## src/rtl/rect_plotter_if.sv

```systemverilog
// Request/pixel bundle between the draw controller and rect_plotter.
// RECT_OUTLINE_EN adds the outline_in request field.
interface rect_plotter_if #(
    parameter int X_W      = 8,
    parameter int Y_W      = 7,
    parameter int COLOUR_W = 3
);
    logic                req;
    logic [X_W-1:0]      x_in;
    logic [Y_W-1:0]      y_in;
    logic [X_W-1:0]      w_in;
    logic [Y_W-1:0]      h_in;
    logic [COLOUR_W-1:0] colour_in;
`ifdef RECT_OUTLINE_EN
    logic                outline_in;
`endif
    logic                busy;
    logic                done;
    logic                plot;
    logic [X_W-1:0]      x_out;
    logic [Y_W-1:0]      y_out;
    logic [COLOUR_W-1:0] colour_out;

    modport master (
        output req, x_in, y_in, w_in, h_in, colour_in,
`ifdef RECT_OUTLINE_EN
        output outline_in,
`endif
        input  busy, done, plot, x_out, y_out, colour_out
    );

    modport slave (
        input  req, x_in, y_in, w_in, h_in, colour_in,
`ifdef RECT_OUTLINE_EN
        input  outline_in,
`endif
        output busy, done, plot, x_out, y_out, colour_out
    );
endinterface

```

## src/rtl/rect_plotter.sv

```systemverilog
// Rectangle fill walker: one pixel per clock, row-major, off-screen pixels clipped.
// Optional macro RECT_OUTLINE_EN restricts plotting to the rectangle perimeter.
module rect_plotter #(
    parameter int X_W      = 8,
    parameter int Y_W      = 7,
    parameter int COLOUR_W = 3,
    parameter int SCREEN_W = 160,
    parameter int SCREEN_H = 120
) (
    input  logic          clk,
    input  logic          resetn,
    rect_plotter_if.slave bus
);
    typedef enum logic [1:0] {IDLE, DRAW, DONE} state_t;

    localparam logic [X_W:0]   SCREEN_W_L = (X_W+1)'(SCREEN_W);
    localparam logic [Y_W:0]   SCREEN_H_L = (Y_W+1)'(SCREEN_H);
    localparam logic [X_W-1:0] X_ONE      = X_W'(1);
    localparam logic [Y_W-1:0] Y_ONE      = Y_W'(1);

    state_t              state_reg, state_next;
    logic [X_W-1:0]      x0_reg, x0_next;
    logic [Y_W-1:0]      y0_reg, y0_next;
    logic [X_W-1:0]      w_reg, w_next;
    logic [Y_W-1:0]      h_reg, h_next;
    logic [COLOUR_W-1:0] colour_reg, colour_next;
    logic [X_W-1:0]      col_reg, col_next;
    logic [Y_W-1:0]      row_reg, row_next;
    logic                busy_reg, busy_next;
    logic                done_reg, done_next;
    logic                plot_reg, plot_next;
    logic [X_W-1:0]      x_out_reg, x_out_next;
    logic [Y_W-1:0]      y_out_reg, y_out_next;
    logic [COLOUR_W-1:0] colour_out_reg, colour_out_next;
`ifdef RECT_OUTLINE_EN
    logic                outline_reg, outline_next;
    logic                on_edge;
`endif

    logic                last_col;
    logic                last_row;
    logic [X_W:0]        sum_x;
    logic [Y_W:0]        sum_y;

    assign last_col = (col_reg == w_reg - X_ONE);
    assign last_row = (row_reg == h_reg - Y_ONE);

    // Outputs are computed from the *next* pixel so the accepted pixel 0
    // is already on the registered outputs in the cycle after accept.
    always_comb begin
        state_next  = state_reg;
        x0_next     = x0_reg;
        y0_next     = y0_reg;
        w_next      = w_reg;
        h_next      = h_reg;
        colour_next = colour_reg;
        col_next    = col_reg;
        row_next    = row_reg;
`ifdef RECT_OUTLINE_EN
        outline_next = outline_reg;
`endif

        case (state_reg)
            IDLE: begin
                if (bus.req) begin
                    x0_next     = bus.x_in;
                    y0_next     = bus.y_in;
                    w_next      = bus.w_in;
                    h_next      = bus.h_in;
                    colour_next = bus.colour_in;
`ifdef RECT_OUTLINE_EN
                    outline_next = bus.outline_in;
`endif
                    col_next    = '0;
                    row_next    = '0;
                    state_next  = (bus.w_in == '0 || bus.h_in == '0) ? DONE : DRAW;
                end
            end
            DRAW: begin
                if (last_col && last_row) begin
                    state_next = DONE;
                end else if (last_col) begin
                    col_next = '0;
                    row_next = row_reg + Y_ONE;
                end else begin
                    col_next = col_reg + X_ONE;
                end
            end
            DONE: begin
                state_next = IDLE;
            end
            default: begin
                state_next = IDLE;
            end
        endcase

        // One extra bit keeps the clip test honest when the sum wraps the port width.
        sum_x = {1'b0, x0_next} + {1'b0, col_next};
        sum_y = {1'b0, y0_next} + {1'b0, row_next};

        plot_next = (state_next == DRAW) && (sum_x < SCREEN_W_L) && (sum_y < SCREEN_H_L);
`ifdef RECT_OUTLINE_EN
        on_edge = (col_next == '0) || (row_next == '0) ||
                  (col_next == w_next - X_ONE) || (row_next == h_next - Y_ONE);
        if (outline_next && !on_edge) begin
            plot_next = 1'b0;
        end
`endif

        x_out_next      = x_out_reg;
        y_out_next      = y_out_reg;
        colour_out_next = colour_out_reg;
        if (state_next == DRAW) begin
            x_out_next      = sum_x[X_W-1:0];
            y_out_next      = sum_y[Y_W-1:0];
            colour_out_next = colour_next;
        end

        busy_next = (state_next != IDLE);
        done_next = (state_next == DONE);
    end

    always_ff @(posedge clk) begin
        if (!resetn) begin
            state_reg      <= IDLE;
            x0_reg         <= '0;
            y0_reg         <= '0;
            w_reg          <= '0;
            h_reg          <= '0;
            colour_reg     <= '0;
            col_reg        <= '0;
            row_reg        <= '0;
            busy_reg       <= 1'b0;
            done_reg       <= 1'b0;
            plot_reg       <= 1'b0;
            x_out_reg      <= '0;
            y_out_reg      <= '0;
            colour_out_reg <= '0;
`ifdef RECT_OUTLINE_EN
            outline_reg    <= 1'b0;
`endif
        end else begin
            state_reg      <= state_next;
            x0_reg         <= x0_next;
            y0_reg         <= y0_next;
            w_reg          <= w_next;
            h_reg          <= h_next;
            colour_reg     <= colour_next;
            col_reg        <= col_next;
            row_reg        <= row_next;
            busy_reg       <= busy_next;
            done_reg       <= done_next;
            plot_reg       <= plot_next;
            x_out_reg      <= x_out_next;
            y_out_reg      <= y_out_next;
            colour_out_reg <= colour_out_next;
`ifdef RECT_OUTLINE_EN
            outline_reg    <= outline_next;
`endif
        end
    end

    assign bus.busy       = busy_reg;
    assign bus.done       = done_reg;
    assign bus.plot       = plot_reg;
    assign bus.x_out      = x_out_reg;
    assign bus.y_out      = y_out_reg;
    assign bus.colour_out = colour_out_reg;
endmodule

```

## src/flat_wrapper.sv

```systemverilog
// flat-port wrapper written by rule: the top's interface ports become plain ports
module rect_plotter_flat 
#(
    parameter int X_W      = 8,
    parameter int Y_W      = 7,
    parameter int COLOUR_W = 3,
    parameter int SCREEN_W = 160,
    parameter int SCREEN_H = 120
)
  (clk, resetn, bus_req, bus_x_in, bus_y_in, bus_w_in, bus_h_in, bus_colour_in, bus_busy, bus_done, bus_plot, bus_x_out, bus_y_out, bus_colour_out);
  rect_plotter_if #(.X_W(X_W), .Y_W(Y_W), .COLOUR_W(COLOUR_W)) bus_i ();
  input  logic clk;
  input  logic resetn;
  input wire logic [$bits(bus_i.req)-1:0] bus_req;
  input wire logic [$bits(bus_i.x_in)-1:0] bus_x_in;
  input wire logic [$bits(bus_i.y_in)-1:0] bus_y_in;
  input wire logic [$bits(bus_i.w_in)-1:0] bus_w_in;
  input wire logic [$bits(bus_i.h_in)-1:0] bus_h_in;
  input wire logic [$bits(bus_i.colour_in)-1:0] bus_colour_in;
  output wire logic [$bits(bus_i.busy)-1:0] bus_busy;
  output wire logic [$bits(bus_i.done)-1:0] bus_done;
  output wire logic [$bits(bus_i.plot)-1:0] bus_plot;
  output wire logic [$bits(bus_i.x_out)-1:0] bus_x_out;
  output wire logic [$bits(bus_i.y_out)-1:0] bus_y_out;
  output wire logic [$bits(bus_i.colour_out)-1:0] bus_colour_out;
  assign bus_i.req = bus_req;
  assign bus_i.x_in = bus_x_in;
  assign bus_i.y_in = bus_y_in;
  assign bus_i.w_in = bus_w_in;
  assign bus_i.h_in = bus_h_in;
  assign bus_i.colour_in = bus_colour_in;
  assign bus_busy = bus_i.busy;
  assign bus_done = bus_i.done;
  assign bus_plot = bus_i.plot;
  assign bus_x_out = bus_i.x_out;
  assign bus_y_out = bus_i.y_out;
  assign bus_colour_out = bus_i.colour_out;
  rect_plotter #(.X_W(X_W), .Y_W(Y_W), .COLOUR_W(COLOUR_W), .SCREEN_W(SCREEN_W), .SCREEN_H(SCREEN_H)) u_core (.clk(clk), .resetn(resetn), .bus(bus_i));
endmodule
```

## config.mk

```make
export PLATFORM = sky130hd
export DESIGN_NAME = rect_plotter_flat
export DESIGN_NICKNAME = d
export VERILOG_FILES = /design/src/rtl/rect_plotter_if.sv /design/src/rtl/rect_plotter.sv /design/src/flat_wrapper.sv
export SDC_FILE = /design/constraint.sdc
export NUM_CORES = 1
export LEC_CHECK = 0
export CELL_PAD_IN_SITES_DETAIL_PLACEMENT = 1
export CELL_PAD_IN_SITES_GLOBAL_PLACEMENT = 2
export CORE_ASPECT_RATIO = 0.7
export CORE_MARGIN = 2
export CORE_UTILIZATION = 32
export CTS_BUF_LIST = sky130_fd_sc_hd__clkbuf_16
export CTS_CLUSTER_SIZE = 12
export DETAILED_ROUTE_END_ITERATION = 8
export PLACE_DENSITY_LB_ADDON = 0.1
export SYNTH_ARGS = -nofsm -noshare
export SYNTH_HDL_FRONTEND = slang
export SYNTH_SLANG_ARGS = --single-unit
export TNS_END_PERCENT = 1
```

## constraint.sdc

```tcl
create_clock -name clk -period 4.45 [get_ports clk]
set_clock_uncertainty 0.2 [all_clocks]
set_input_delay 0.6675 -clock clk [delete_from_list [all_inputs] [get_ports clk]]
set_output_delay 0.6675 -clock clk [all_outputs]
set_load 0.02 [all_outputs]
```

-- Yosys cells after proc, flatten, opt, wreduce, memory -nomap -nowiden
Index checks and enable logic that the tools add are counted.
- memories kept: 0
- bits in latches: 0
- input port bits: 36
- memory bits (read-only): 0
- word-level logic and storage cells: 54
- output and inout bits: 21
- bits in registers: 71
- memory bits (writable): 0
- multiplexer cells: 18
- eq/ne operators: 5
- bitwise operators: 0
- $mul: 0
- magnitude comparators: 2
- shift operators: 0
- div/mod/pow operators: 0
- add/sub/neg operators: 6
- reduce and logical (&&, ||, !) cells: 9
- operators by type and width (operator ; number):
    $mux 8 ; 5
    $mux 7 ; 5
    $pmux 8 s2 ; 1
    $pmux 7 s2 ; 1
    $add 8x8->9 ; 1
    $lt 9x8->1 const B ; 1
    $add 7x7->8 ; 1
    $add 8x1->8 const B ; 1
    $eq 8x8->1 ; 1
    $logic_not 8->1 ; 1
    $lt 8x7->1 const B ; 1
    $sub 8x1->8 const B ; 1
    $add 7x1->7 const B ; 1
    $eq 7x7->1 ; 1
    $logic_not 7->1 ; 1
    $sub 7x1->7 const B ; 1
    $mux 2 ; 3
    $mux 3 ; 2
    $eq 2x1->1 const B ; 2
    $pmux 2 s2 ; 1
    $logic_and 1x1->1 ; 3
    $eq 2x2->1 const B ; 1
    $logic_not 2->1 ; 1
    $reduce_and 2->1 ; 1
    other kinds (2) ; 2

-- Logic depth before layout (Yosys ltp)
- word-level depth: 9
- gate-level depth with buffers: 21
- gate-level depth less buffers: 19

-- Worst setup path after synthesis
No wires, ideal clock.
- path type: reg2reg
- start point: register u_core.w_reg[0]
- end point: register u_core.plot_reg, in the netlist u_core.bus.plot
- setup time: 58 ps
- cell stages (with the launch flop): 20
- clock period less this slack: 3913 ps
- data arrival time: 3655 ps
- slack: 537 ps
- cell sequence: dfxtp_1 inv_1 ha_1 and2_1 o21a_1 o31ai_1 nand2_1 a21o_1 buf_4 buf_4 a32oi_1 o21ai_0 ha_1 nor2b_1 o21ai_0 a21oi_1 o21a_1 or3_1 a21oi_1 o211a_1
- word-level cells in the longest chain between the ends: 9
- elaborated cells on any way between the ends: 18
- classes of those cells: add/sub (3); order compare (2); eq/ne (2); mux (8); reduce/logical (3)
- RTL lines (what ; RTL line ; text):
    start: declaration ; rect_plotter.sv:24 ; logic [X_W-1:0] w_reg, w_next;
    start signal: assignment ; rect_plotter.sv:146 ; w_reg <= w_next;
    $sub 8x1->8 * ; rect_plotter.sv:45 ; assign last_col = (col_reg == w_reg - X_ONE);
    $eq 8x8->1 * ; rect_plotter.sv:45 ;
    $mux 8 / $logic_and 1x1->1 (equally long branches) ; rect_plotter.sv:82, rect_plotter.sv:80 ;
    $mux 8 * ; rect_plotter.sv:80 ; if (last_col && last_row) begin
    $pmux 8 s2 * ; rect_plotter.sv:63 ; case (state_reg)
    named net u_core.col_next[2] ; rect_plotter.sv:27 ; logic [X_W-1:0] col_reg, col_next;
    $add 8x8->9 * ; rect_plotter.sv:98 ; sum_x = {1'b0, x0_next} + {1'b0, col_next};
    $lt 9x8->1 * ; rect_plotter.sv:101 ; plot_next = (state_next == DRAW) && (sum_x < SCREEN_W_L) && (sum_y < SCREEN_H_L);
    $logic_and 1x1->1 * (2 in a row) ; rect_plotter.sv:101 ;
    end signal: assignment ; rect_plotter.sv:153 ; plot_reg <= plot_next;
    end: declaration ; rect_plotter.sv:31 ; logic plot_reg, plot_next;
Mark *: on every way through the listed nets, which the timed path passes. The rest lies on a longest branch.
A chain may end at the register's enable or synchronous reset.

-- Worst setup path in the final report
- start point: register u_core.h_reg[0]
- end point: register u_core.plot_reg, in the netlist u_core.bus.plot
- elaborated cells on any way between the ends: 16
- classes of those cells: add/sub (3); order compare (2); eq/ne (2); mux (6); reduce/logical (3)
- RTL lines (what ; RTL line ; text):
    start: declaration ; rect_plotter.sv:25 ; logic [Y_W-1:0] h_reg, h_next;
    start signal: assignment ; rect_plotter.sv:147 ; h_reg <= h_next;
    $sub 7x1->7 ; rect_plotter.sv:46 ; assign last_row = (row_reg == h_reg - Y_ONE);
    $eq 7x7->1 ; rect_plotter.sv:46 ;
    $logic_and 1x1->1 ; rect_plotter.sv:80 ;
    $mux 7 ; rect_plotter.sv:80 ;
    $pmux 7 s2 ; rect_plotter.sv:63 ;
    named net u_core.row_next[0] ; rect_plotter.sv:28 ; logic [Y_W-1:0] row_reg, row_next;
    $add 7x7->8 ; rect_plotter.sv:99 ; sum_y = {1'b0, y0_next} + {1'b0, row_next};
    $lt 8x7->1 ; rect_plotter.sv:101 ;
    $logic_and 1x1->1 ; rect_plotter.sv:101 ;
The timed path passes the listed nets, and every way through them passes these cells.

==> summary.txt <==
Critical path
  • Worst EP required: between 4 and 5 ns
  • Crit-path leading delay family: compound AO/OA/AOI/OAI gates
  • WS Path Type: reg2reg
  • Worst R2R Path Depth: 18
  • Critical path, cell by cell: inv_1, ha_1, nor3b_2, and3_1, o211a_1, o31ai_4, o211a_1, mux2i_1, ha_1, inv_1, fa_1, nor2b_1, o21a_1, o2111ai_1, o211ai_1, nand3_1, o211a_1, o211a_1
  • CP bufs+invs: 2
  • Reg-to-Reg End: u_core.bus.plot
  • Worst EP arrival: around 4.3 ns
  • CP Launch Type: flop
  • CP dominant cell by count: o211a_1
  • Slowest CP cell: o31ai_4
  • R2r startpoint: u_core.h_reg[0]
  • Critical path endpoint category: flop
  • Worst Path Max Fanout: 5
  • Reg2reg setup slack: 0.22 ns
  • Largest stage delay, worst path: about 0.4 ns

Power
  • Peak supply drop: 0.2035 mV
  • Total Power: between 1.5 and 2 mW
  • Leak pwr: 2.145 nW
  • PwrDens: 354.2 nW/um^2

Drt
  • Drt initial violations: between 150 and 200
  • Routed wire per std cell: 16.62 um
  • Post-DRT Antenna Nets: 0
  • Total vias in the final route: 3829
  • Final wirelength: between 10000 and 15000 um
  • Drt pass-1 iters: 6
  • Vias/cell: slightly above 5
  • Residual DRC: 1

Logic synthesis
  • Ys flop type: dfxtp_1
  • Ys async rst share: 0%
  • Sequential area share after synthesis: 34.27%
  • Most common cell in the netlist: nand2_1
  • Post-synthesis cell type count: 61
  • Top cells by count, synth: nand2_1 (122), dfxtp_1 (71), a21oi_1 (46)
  • Synthesized cell area: 4148 sq um
  • Yosys top cell area share: 34.27%
  • Mean Syn Cell Area: 8.007 sq um
  • Cell taking the most area after synthesis: dfxtp_1
  • Synth warn: 0
  • Number of cells produced by synthesis: around 520
  • Syn nets: approximately 580
  • Seq cells post-synth: 71
  • Synth top area cells: dfxtp_1 (34%), nand2_1 (11%), ha_1 (5.7%), a21oi_1 (5.6%), mux2i_1 (4.8%)
  • Number of synthesized flops with an enable pin: 0

Layout
  • Layout cells sized above 1: between 10% and 20%
  • Footprint of the multi-input gates: 2582 sq um
  • N_diodes: 0
  • Nets: 638
  • Layout filler cell count: 1495
  • Area growth, synth to finish: 28.30%
  • FF+latch area: 1426 sq um

Timing
  • Slew margin rel.: 62.61%
  • Setup tns final: 0 ns
  • Tmin final: 4.234 ns
  • Fin. max-slew vios: 0
  • Fmax: 0.2362 GHz
  • Worst-Margin Slew: 0.5609 ns
  • Final setup fails: 0
  • Hold WS: 0.2598 ns
  • Hold violation total from the final report: 0
  • Crit share post-route: 95.15%

Clocking
  • CTS Buffer Depth: 2
  • Clk_lat worst skew: 0.34 ns
  • Clk slew on worst S/H paths: 0.06 ns
  • H-tree Lvls: 3
  • CTS tree: done
  • Clock Tree Root: clkbuf_16
  • CTS Hold Bufs: 0
  • Inserted Clock Buffers: 9
  • Clk sinks: between 70 and 80

Placed design
  • Post-DP HPWL: 8969 um
  • Final RePlAce weighted congestion: 0.8019
  • Port Buffers: between 50 and 60

Global route
  • Global-route wire length before repair: 20480 um
  • GR Overflow Total: 0
  • Overall global routing resource usage: 18.52%
  • Largest net degree at the start of global routing: between 40 and 50
  • Initial antenna violation count: 0
  • Vias in the first global route: just over 4000

Run status
  • Failing checks: design-rule violations
  • Status: finished with violations

Floorplan
  • Chip width: 140.1 um
  • Num rows: 34
  • I/O pin total: 57
  • DIE AREA: between 10000 and 15000 sq um
  • Starting density of the core: between 30% and 40%
  • Die Span Y: 99.26 um
  • Core area: 12550 sq um

Min path
  • Hold endpoint: u_core.bus.x_out[6]
  • Min-Delay Path Class: reg2reg
  • Min-Delay Startpoint: u_core.bus.x_out[6]
  • Worst hold path depth: 2

Job
  • Max cap viols: 0
## routing by layer
| metal | GRT usage (%) | part of all wire (%) | vias up |
|---|---|---|---|
| li1 | - | - | 1932 |
| met1 | 24.31 | 50 | 1851 |
| met2 | 31.26 | 46 | 36 |
| met3 | 3.755 | 2.3 | 10 |
| met4 | 5.051 | 1.0 | 0 |
| met5 | 0 | 0 | - |
## layout make-up
| class | count | area share [%] |
|---|---|---|
| tap | 162 | 3.809 |
| multi-input combinational | 399 | 48.53 |
| timing repair buffer | 78 | 13.87 |
| clock inverter | 7 | 1.199 |
| clock buffer | 9 | 4.232 |
| inverter | 22 | 1.552 |
| sequential | 71 | 26.80 |
## worst min-delay path, stage by stage, from the launching register on
cell and delay, ns:
dfxtp_1 0.30, nand2_1 0.05, mux2i_1 0.05
## how the worst max path moves through the flow
stage | startpoint | slack (ns) | depth (start not counted) | endpoint
6_report | u_core.h_reg[0] | 0.22 | 18 | u_core.bus.plot
5_1_grt | u_core.h_reg[0] | -0.06 | 20 | u_core.bus.plot
4_1_cts | u_core.w_reg[0] | 0.003 | 17 | u_core.bus.plot
3_5_place_dp | u_core.w_reg[0] | 0.03 | 17 | u_core.bus.plot
3_3_place_gp | u_core.w_reg[0] | 0.06 | 17 | u_core.bus.plot
2_1_floorplan | u_core.w_reg[0] | 0.54 | 19 | u_core.bus.plot
## what timing repair did
item | in CTS | in global routing
pin swaps | 0 | 4
resized for setup | 1 | 16
cloned | 0 | 1
setup endpoints to repair | 1 | 6
buffers inserted | 0 | 5
## where the power goes
part	internal (mW)	switching [mW]	total, mW
registers	0.686	0.0361	0.722
clock network	0.430	0.283	0.713
logic	0.202	0.247	0.449
total	1.32	0.567	1.88
## cell families after synthesis
group	share of synthesized area, %
AO/OA/AOI/OAI	18.25
XOR/XNOR	5.641
buffers and inverters	5.188
AND/OR/NAND/NOR	24.04
adder cells (fa/ha/maj)	6.697
flip-flops	34.27
multiplexers	5.912
## per-stage QoR
step                instance area, sq um  util [%]  worst slack (ns)  std cells
finish                              5321     42.40            0.2156        748
global route                        5321     42.40          -0.05604        748
CTS                                 5210     41.52          0.003395        742
detailed placement                  4921     39.21           0.02725        726
global placement                    4921     39.21           0.06398        726
floorplan                           4148         -            0.5372        518
## cell usage in the layout (no fill, tap or decap), types with 9 or more instances in the layout
| master | count |
|---|---|
| nor2_1 | 23 |
| nand2_1 | 122 |
| o21ai_0 | 12 |
| and2_1 | 9 |
| mux2i_1 | 20 |
| dfxtp_1 | 67 |
| clkdlybuf4s50_1 | 56 |
| a21oi_1 | 45 |
| ha_1 | 18 |
| buf_4 | 21 |
| clkbuf_16 | 9 |
| xnor2_1 | 19 |
| inv_1 | 22 |
| nor3_1 | 9 |
| nand3_1 | 14 |
Note: power is estimated with default switching activity, not from simulation.
